==> src/rtl/conv2d_window_driver.sv <==
// Purpose : forms 3x3 windows from a raster pixel stream and drives one 3x3 conv core transaction per window.
// Latency : window issued the cycle after its last pixel is accepted; result valid the cycle after conv_done.
// Backpr. : pix_ready low from window issue until the result is taken (or the window times out).
module conv2d_window_driver #(
    parameter int IMG_W   = 8,
    parameter int IMG_H   = 8,
    parameter int TIMEOUT = 16
) (
    input  logic        clk,
    input  logic        rst,
    input  logic        k_wr_en,
    input  logic [3:0]  k_wr_addr,
    input  logic [7:0]  k_wr_data,
    input  logic        pix_valid,
    input  logic [7:0]  pix_data,
    output logic        pix_ready,
    output logic        conv_start,
    output logic [71:0] conv_win,
    output logic [71:0] conv_k,
    input  logic [15:0] conv_out,
    input  logic        conv_done,
    output logic        res_valid,
    output logic [15:0] res_data,
    output logic        res_last,
    input  logic        res_ready,
    output logic        busy,
    output logic        err_timeout
);

    localparam int CW = (IMG_W   > 2) ? $clog2(IMG_W)   : 1;
    localparam int RW = (IMG_H   > 2) ? $clog2(IMG_H)   : 1;
    localparam int TW = (TIMEOUT > 2) ? $clog2(TIMEOUT) : 1;

    typedef enum logic [1:0] {
        S_FILL  = 2'd0,
        S_ISSUE = 2'd1,
        S_WAIT  = 2'd2,
        S_OUT   = 2'd3
    } state_t;

    state_t        r_state;
    logic [CW-1:0] r_col;
    logic [RW-1:0] r_row;
    logic [TW-1:0] r_timer;
    logic [7:0]    r_k [9];

    // Line buffers indexed by column: r_lb1 holds row r-1, r_lb2 holds row r-2.
    logic [7:0]    r_lb1 [IMG_W];
    logic [7:0]    r_lb2 [IMG_W];

    // Per-row shift pairs: *0 = column c-2, *1 = column c-1 of the current row.
    logic [7:0]    r_t0, r_t1, r_m0, r_m1, r_b0, r_b1;

    logic [71:0]   r_win;
    logic          r_last_pend;
    logic          r_start;
    logic          r_res_valid;
    logic [15:0]   r_res_data;
    logic          r_res_last;
    logic          r_err;

    logic          w_fill;
    logic          w_accept;
    logic [7:0]    w_top;
    logic [7:0]    w_mid;
    logic          w_col_end;
    logic          w_row_end;
    logic          w_win_pos;
    logic          w_k_wr;

    assign w_fill    = (r_state == S_FILL);
    assign w_accept  = pix_valid & w_fill;
    assign w_top     = r_lb2[r_col];
    assign w_mid     = r_lb1[r_col];
    assign w_col_end = (r_col == CW'(IMG_W - 1));
    assign w_row_end = (r_row == RW'(IMG_H - 1));
    assign w_win_pos = (r_row >= RW'(2)) && (r_col >= CW'(2));
    // Weights only change between windows so the core always sees a frozen kernel.
    assign w_k_wr    = k_wr_en & w_fill & (k_wr_addr < 4'd9);

    // Line buffers and shift pairs advance on every accepted pixel; contents need no reset.
    always_ff @(posedge clk) begin
        if (w_accept) begin
            r_lb2[r_col] <= w_mid;
            r_lb1[r_col] <= pix_data;
            r_t0         <= r_t1;
            r_t1         <= w_top;
            r_m0         <= r_m1;
            r_m1         <= w_mid;
            r_b0         <= r_b1;
            r_b1         <= pix_data;
        end
    end

    // Kernel weight registers, writable only while idle.
    always_ff @(posedge clk) begin
        if (rst) begin
            for (int i = 0; i < 9; i++) begin
                r_k[i] <= 8'd0;
            end
        end else if (w_k_wr) begin
            r_k[k_wr_addr] <= k_wr_data;
        end
    end

    // Control FSM: raster position, window capture, core handshake, result hold.
    always_ff @(posedge clk) begin
        if (rst) begin
            r_state     <= S_FILL;
            r_col       <= '0;
            r_row       <= '0;
            r_timer     <= '0;
            r_win       <= '0;
            r_last_pend <= 1'b0;
            r_start     <= 1'b0;
            r_res_valid <= 1'b0;
            r_res_data  <= '0;
            r_res_last  <= 1'b0;
            r_err       <= 1'b0;
        end else begin
            case (r_state)
                S_FILL: begin
                    if (w_accept) begin
                        if (w_col_end) begin
                            r_col <= '0;
                            r_row <= w_row_end ? '0 : r_row + RW'(1);
                        end else begin
                            r_col <= r_col + CW'(1);
                        end
                        // Window spans rows r-2..r, columns c-2..c; in0 is top-left.
                        if (w_win_pos) begin
                            r_win       <= {pix_data, r_b1, r_b0,
                                            w_mid,    r_m1, r_m0,
                                            w_top,    r_t1, r_t0};
                            r_last_pend <= w_row_end & w_col_end;
                            r_start     <= 1'b1;
                            r_state     <= S_ISSUE;
                        end
                    end
                end
                S_ISSUE: begin
                    // conv_done during the start cycle is deliberately not looked at.
                    r_start <= 1'b0;
                    r_timer <= '0;
                    r_state <= S_WAIT;
                end
                S_WAIT: begin
                    // A done on the last allowed cycle still wins over the timeout.
                    if (conv_done) begin
                        r_res_data  <= conv_out;
                        r_res_last  <= r_last_pend;
                        r_res_valid <= 1'b1;
                        r_state     <= S_OUT;
                    end else if (r_timer == TW'(TIMEOUT - 1)) begin
                        r_err   <= 1'b1;
                        r_state <= S_FILL;
                    end else begin
                        r_timer <= r_timer + TW'(1);
                    end
                end
                S_OUT: begin
                    if (res_ready) begin
                        r_res_valid <= 1'b0;
                        r_res_last  <= 1'b0;
                        r_state     <= S_FILL;
                    end
                end
                default: begin
                    r_state <= S_FILL;
                end
            endcase
        end
    end

    assign pix_ready   = w_fill;
    assign busy        = ~w_fill;
    assign conv_start  = r_start;
    assign conv_win    = r_win;
    assign conv_k      = {r_k[8], r_k[7], r_k[6], r_k[5], r_k[4],
                          r_k[3], r_k[2], r_k[1], r_k[0]};
    assign res_valid   = r_res_valid;
    assign res_data    = r_res_data;
    assign res_last    = r_res_last;
    assign err_timeout = r_err;

endmodule

==> config.mk <==
export PLATFORM = sky130hd
export DESIGN_NAME = conv2d_window_driver
export DESIGN_NICKNAME = d
export VERILOG_FILES = /design/src/rtl/conv2d_window_driver.sv
export SDC_FILE = /design/constraint.sdc
export NUM_CORES = 1
export LEC_CHECK = 0
export BUFFER_PORTS_ARGS = -buffer_cell sky130_fd_sc_hd__buf_4
export CORE_MARGIN = 2
export CORE_UTILIZATION = 50
export CTS_CLUSTER_DIAMETER = 30
export DETAILED_ROUTE_END_ITERATION = 7
export HOLD_SLACK_MARGIN = 0.08
export PLACE_DENSITY_LB_ADDON = 0.1
export SLEW_MARGIN = 0
export SYNTH_ARGS = -nofsm -noshare
export SYNTH_HDL_FRONTEND = slang
export SYNTH_SLANG_ARGS = --single-unit
==> constraint.sdc <==
create_clock -name clk -period 3.7 [get_ports clk]
set_input_delay 0.37 -clock clk [delete_from_list [all_inputs] [get_ports clk]]
set_output_delay 0.37 -clock clk [all_outputs]
set_load 0.05 [all_outputs]
==> results of run 1 <==
## how the worst min path moves through the flow
stage	start	endpoint	slack [ns]
2_1_floorplan	r_b1[0]$_DFFE_PP_	r_b0[0]$_DFFE_PP_	0.43
3_3_place_gp	r_b1[7]$_DFFE_PP_	r_b0[7]$_DFFE_PP_	0.44
3_5_place_dp	r_b1[7]$_DFFE_PP_	r_b0[7]$_DFFE_PP_	0.44
4_1_cts	pix_data[0]	r_lb1[3][0]$_DFFE_PP_	0.08
5_1_grt	pix_data[2]	r_lb1[4][2]$_DFFE_PP_	0.09
6_report	pix_data[2]	r_b1[2]$_DFFE_PP_	0.10
## worst register-to-register path, delay by kind of cell (launching register included)
family,cells,cell delay [ns]
flops,1,0.53
buf+inv,2,0.49
fa+ha+maj,1,0.24
simple gates,2,0.94
compound gates,1,0.07
## state kept, by name, indices dropped and copies added (netlist names), 8 cells and up, named ones only
register  flops
r_m0          8
res_data     16
r_t1          8
r_b0          8
r_b1          8
r_t0          8
r_k          72
conv_win     72
r_lb1        64
r_m1          8
r_lb2        64
## synth_stat cells, drive strengths merged
library cell and n:
o211ai 3, or4 1, or3b 3, nand3 4, clkbuf 51, nand2b 6, and3b 1, and4bb 1
edfxtp 248, dfxtp 108, and3 2, o31ai 59, a2bb2oi 1, mux4 16, o21ai 2, ha 7
nand2 41, a31oi 16, nor2 12, or4b 1, buf 26, nand4 56, a21oi 86, nor3b 1
nor2b 2, inv 24, a211oi 18, or2 9, nor3 11, mux2i 66, or3 6, and2 72
nor4 4, nand3b 2, nor4b 2
## power by group
| part | total (mW) | internal (mW) | switching (mW) | leakage [nW] |
|---|---|---|---|---|
| clock | 5.40 | 3.55 | 1.85 | 0.968 |
| combinational | 0.688 | 0.191 | 0.497 | 2.21 |
| sequential | 4.50 | 4.43 | 0.0688 | 3.19 |
| total | 10.6 | 8.17 | 2.42 | 6.37 |
## cell type report
class,instances,area (sq um)
sequential,356,9613
fill,1965,9153
multi-input combinational,511,3800
timing repair buffer,245,1899
clock buffer,83,1692
tap,341,426.7
clock inverter,33,350.3
inverter,24,92.59
## cell usage in the layout, fill, tap and decap left out, drive strengths merged, types with 2 or more instances in the layout
master and instances:
edfxtp 248, buf 226, dfxtp 108, a21oi 86
clkbuf 83, and2 72, mux2i 66, o31ai 59
nand4 56, nand2 41, inv 26, dlygate4sd3 19
a211oi 18, clkinv 18, mux4 16, a31oi 16
nor2 12, nor3 11, or2 9, clkinvlp 8
ha 7, nand2b 6, or3 6, bufinv 5
nand3 4, nor4 4, o211ai 3, or3b 3
nand3b 2, nor4b 2, and3 2, nor2b 2
o21ai 2
## through the flow
stage          utilization (%)  power, mW  std cells  area [sq um]
2_1_floorplan                -      4.977        968         13820
3_3_place_gp             57.88      5.240       1458         15640
3_5_place_dp             57.88      5.246       1458         15640
4_1_cts                  66.13      10.65       1593         17870
5_1_grt                  66.13      10.91       1593         17870
6_report                 66.13      10.59       1593         17870
## routing by layer
| metal | GRT usage (%) | vias up |
|---|---|---|
| met5 | 0 | - |
| met2 | 34.02 | 353 |
| met3 | 4.279 | 48 |
| met4 | 6.652 | 0 |
| met1 | 32.19 | 4373 |
| li1 | - | 4165 |
## cell families (layout without fill, tap and decap cells)
family,count (synthesis),after routing
adder cells (fa/ha/maj),7,7
AND/OR/NAND/NOR,237,237
flip-flops,356,356
buffers and inverters,101,385
multiplexers,82,82
AO/OA/AOI/OAI,185,185
## repair_timing
item / 4_1_cts / 5_1_grt
hold endpoints to repair: 29 / 0
gates resized for setup: 0 / 0
setup buffers: 0 / 0
hold buffers: 19 / 0
==> impl_metrics.json, run 1 <==
{
  "status": "finished clean",
  "wl_met3_mm": 2.286,
  "cts_root_buf": "clkbuf_16",
  "insertion_delay_ns": 0.57,
  "setup_viol": 0,
  "syn_avg_cell_area_sq_um": 14.27,
  "synth_top_area_cell": "edfxtp_1",
  "design.core.area_sq_mm": 0.02703,
  "hold_depth": 1,
  "chipHeight_um": 170.2,
  "cts_inserted_buffers": 61,
  "period_minus_slack_ns": 2.420,
  "critPathLaunchType": "flop",
  "critPathMaxStageDelay_ns": 0.81,
  "startpoint": "r_col[0]$_SDFFE_PP0P_",
  "synth_top_cell_area_share_pct": 53.90,
  "netlist_top_cells_area": "edfxtp_1 54%, dfxtp_1 16%, mux2i_1 4.8%, and2_1 3.3%, o31ai_1 3.2%",
  "holdWs_ns": 0.1008,
  "rsz0062_at_grt": "false",
  "h-tree-depth": 2,
  "timing.critical_path.buf_inv": 2,
  "tns_ns": 0,
  "grt_usage_pct": 22.13,
  "rr_endpoint": "conv_win[27]$_SDFFE_PP0P_",
  "rows": 60,
  "start_util_pct": 51.13,
  "hpwl_mm": 20.34,
  "path_depth": 6,
  "path_class": "reg2reg",
  "slew_violations": 0,
  "die-width_um": 170.2,
  "wl_met2_mm": 14.98,
  "synth_xor_area_share_pct": 0,
  "cts_tree": "yes",
  "path_delay_family": "simple AND/OR/NAND/NOR gates",
  "grt_pass1_wl_mm": 49.22,
  "drt_wl_total_mm": 32.26,
  "slew_headroom_pct": 40.28,
  "synth_cell_types": 44,
  "worstPathArrival_ns": 2.83,
  "holdCritPathClass": "in2reg",
  "grt_max_degree": 105,
  "seq_area_frac_synth_pct": 69.55,
  "io_buffers": 207,
  "drive_above_1_share_pct": 28.67,
  "setup_ws_ns": 1.280,
  "drc_errors": 0,
  "finalCritPeriodShare_pct": 65.41,
  "firstDrtPassIters": 5,
  "final_nets": 1248,
  "critPathRequiredTime_ns": 4.11,
  "worstMarginPinSlew_ns": 0.8946,
  "synth_compound_area_share_pct": 8.322,
  "max_freq_mhz": 413.2,
  "wl_met1_mm": 14.37,
  "area_growth_pct": 29.36,
  "reg2reg_slack_ns": 1.28,
  "gp_congestion": 0.7938,
  "avgViaCountPerCell": 5.611,
  "synth.area.mux_share_pct": 7.389,
  "drt-initial-drc-count": 972,
  "cts_sinks": 356,
  "maxCapViolations": 0,
  "ys_warn_count": 0,
  "diodes": 0,
  "synth.ff_latch_count": 356,
  "max-vdd-ir-drop_uv": 413.0,
  "grt_pass1_vias": 8535,
  "pin_count": 208,
  "cts_max_path_buffers": 3,
  "synthesis.nets": 1017,
  "crit_path_end": "conv_win[27]$_SDFFE_PP0P_",
  "synth_area_sq_mm": 0.01382,
  "num_vias": 8939,
  "die_area_sq_mm": 0.02898,
  "cp_slowest_cell": "or3_2",
  "pre_cts_ws_ns": 1.102,
  "reg2reg_depth": 6,
  "synthAdderAreaFrac_pct": 0.6339,
  "crit_chain": "inv_1 -> ha_1 -> or3_2 -> buf_4 -> nand4_1 -> a21oi_1",
  "p_per_area_mw_per_mm2": 592.5,
  "ant_nets": 0,
  "synth_top_family_by_area": "simple AND/OR/NAND/NOR gates",
  "grt-ovfl-total": 0,
  "wl_per_cell_um": 20.25,
  "top_layer": "met4",
  "clk_pin_slew_ns": 0.05,
  "worst_setup_path_end_kind": "flop",
  "worst_clock_skew_ns": 0.01721,
  "syn_inst": 968,
  "antenna_found_initial": 0,
  "hold_violations": 0,
  "cp_max_fo": 45,
  "r2r-start": "r_col[0]$_SDFFE_PP0P_",
  "leakage_nw": 6.370,
  "yosys.area_share.simple_pct": 10.86
}
Note: power is estimated with default switching activity, not from simulation.
==> run 2: changes to the inputs <==
--- a/config.mk
+++ b/config.mk
@@ -5,6 +5,7 @@
 export SDC_FILE = /design/constraint.sdc
 export NUM_CORES = 1
 export LEC_CHECK = 0
+export ABC_AREA = 1
 export BUFFER_PORTS_ARGS = -buffer_cell sky130_fd_sc_hd__buf_4
 export CORE_MARGIN = 2
 export CORE_UTILIZATION = 50
==> constraint.sdc (replaced) <==
create_clock -name clk -period 2.2 [get_ports clk]
set_input_delay 0.22 -clock clk [delete_from_list [all_inputs] [get_ports clk]]
set_output_delay 0.22 -clock clk [all_outputs]
set_load 0.05 [all_outputs]
==> impl_metrics.json, run 2 <==
{
  "die_area_sq_mm": 0.02814,
  "maxCapViolations": 0,
  "r2r-start": "r_state[1]$_SDFFE_PP0P_",
  "start_util_pct": 51.16,
  "synth_cell_types": 26,
  "slew_headroom_pct": 55.15,
  "synth_common_cells": "339 x nand2_1, 248 x edfxtp_1, 208 x nor2_1, 108 x dfxtp_1, 85 x inv_1",
  "rsz0062_at_grt": "false",
  "setup_viol": 0,
  "design.core.area_sq_mm": 0.02621,
  "wl_met1_mm": 14.29,
  "mostFrequentLayoutCells": "337 x nand2_1, 248 x edfxtp_1, 237 x buf_4, 200 x nor2_1, 107 x dfxtp_1",
  "clk_pin_slew_ns": 0.04,
  "grt_max_degree": 62,
  "max_freq_mhz": 508.0,
  "drive_above_1_share_pct": 23.85,
  "synth_top_area_cell": "edfxtp_1",
  "ys.flop_type": "edfxtp_1",
  "drt-initial-drc-count": 819,
  "max-vdd-ir-drop_uv": 781.3,
  "synth.ff_latch_count": 356,
  "synth_area_sq_mm": 0.01341,
  "p_per_area_mw_per_mm2": 1240,
  "syn_avg_cell_area_sq_um": 10.74,
  "tns_ns": 0,
  "cts_inserted_buffers": 70,
  "grt_pass1_vias": 9272,
  "reg2reg_depth": 7,
  "ys_warn_count": 0,
  "num_vias": 9671,
  "die-width_um": 167.8,
  "status": "finished clean",
  "worstMarginPinSlew_ns": 0.6727,
  "grt_usage_pct": 22.81,
  "fin_util_pct": 69.74,
  "cp_max_fo": 17,
  "holdCritPathClass": "in2reg",
  "synth_edf_count": 248,
  "gp_congestion": 0.7650,
  "startpoint": "r_state[1]$_SDFFE_PP0P_",
  "firstDrtPassIters": 5,
  "insertion_delay_ns": 0.56,
  "critPathLaunchType": "flop",
  "area_growth_pct": 36.32,
  "grt-ovfl-total": 0,
  "avgViaCountPerCell": 4.982,
  "synthesis.nets": 1297,
  "period_minus_slack_ns": 1.968,
  "pin_count": 208,
  "wl_per_cell_um": 16.53,
  "diodes": 0,
  "rows": 59,
  "worst_clock_skew_ns": 0.01706,
  "syn_inst": 1248,
  "wl_met2_mm": 15.41,
  "async_reset_ff_share_pct": 0,
  "worst_setup_path_end_kind": "flop",
  "leakage_nw": 7.798,
  "slew_violations": 0,
  "cts_root_buf": "clkbuf_16",
  "ant_nets": 0,
  "seq_area_frac_synth_pct": 71.67,
  "final_nets": 1598,
  "finalCritPeriodShare_pct": 89.47,
  "hpwl_mm": 19.54,
  "critPathRequiredTime_ns": 2.68,
  "wl_met3_mm": 1.738,
  "antenna_found_initial": 0,
  "cts_max_path_buffers": 3,
  "hp-start": "pix_valid",
  "drc_errors": 0,
  "top_layer": "met4",
  "synth_top_cell_area_share_pct": 55.54,
  "chipHeight_um": 167.8,
  "drt_wl_total_mm": 32.08,
  "worstPathArrival_ns": 2.45,
  "layout_commonest_cell": "nand2_1",
  "cts_sinks": 356,
  "io_buffers": 207,
  "path_class": "reg2reg",
  "cts_tree": "yes",
  "hold_violations": 0,
  "netlist_top_cells_area": "edfxtp_1 56%, dfxtp_1 16%, nand2_1 9.5%, nor2_1 5.8%, o21ai_0 2.5%",
  "h-tree-depth": 3,
  "hold_depth": 4,
  "synth.most_common_cell": "nand2_1",
  "grt_pass1_wl_mm": 49.78
}
[run 2: final timing paths]
path / to / slack (ns)
setup reg to reg: res_data[6]$_SDFFE_PP0P_ / 0.23
setup / recovery: res_data[6]$_SDFFE_PP0P_ / 0.23
hold / removal: r_col[2]$_SDFFE_PP0P_ / 0.13
hold reg to reg: r_t0[7]$_DFFE_PP_ / 0.44
[run 2: layout make-up]
type / instances / area, sq um
clock inverter: 49 / 546.8
clock buffer: 80 / 1842
inverter: 97 / 375.4
fill: 1918 / 7929
multi-input combinational: 741 / 3214
sequential: 356 / 9610
tap: 335 / 419.2
timing repair buffer: 283 / 2270
[run 2: timing repair]
| action | CTS | global route |
|---|---|---|
| endpoints found under the hold margin | 101 | 0 |
| resized for setup | 0 | 1 |
| setup endpoints to repair | 0 | 15 |
| buffers inserted | 0 | 0 |
| hold buffers | 43 | 0 |
[run 2: layer usage]
layer  track usage (%)  up-vias
li1                  -     4734
met1             30.71     4591
met2             37.03      295
met3             4.822       51
met4             7.940        0
met5                 0        -
[run 2: worst max-delay path, cell delays in order, from the launching register on]
cell and delay (ns):
dfxtp_1 0.41, inv_1 0.08, nor2_1 0.20, nand2_1 0.15
clkinvlp_4 0.25, nand2_1 0.08, a21oi_1 0.16, dlygate4sd3_1 0.58
[run 2: metrics by stage]
step | std cells | area, sq um | setup slack [ns] | hold slack [ns] | power, mW
2_1_floorplan | 1248 | 13490 | 0.01721 | 0.3189 | 11.01
3_3_place_gp | 1769 | 15450 | 0.4104 | 0.4272 | 12.19
3_5_place_dp | 1769 | 15450 | 0.3268 | 0.4293 | 12.25
4_1_cts | 1941 | 18270 | 0.1693 | 0.1191 | 22.81
5_1_grt | 1941 | 18280 | 0.03623 | 0.1383 | 23.57
6_report | 1941 | 18280 | 0.2316 | 0.1289 | 22.66
[run 2: kinds of logic after synthesis]
kind of cell	share of synthesized area, %
adders and majority gates	0.6532
and+or+nand+nor	18.57
buffers and inverters	4.881
AOI/OAI and AO/OA	4.227
DFF	71.67
[run 2: power by group]
| group | internal, mW | switching [mW] | total (mW) |
|---|---|---|---|
| Combinational | 0.934 | 2.62 | 3.55 |
| Sequential | 8.39 | 0.292 | 8.68 |
| Clock | 6.91 | 3.52 | 10.4 |
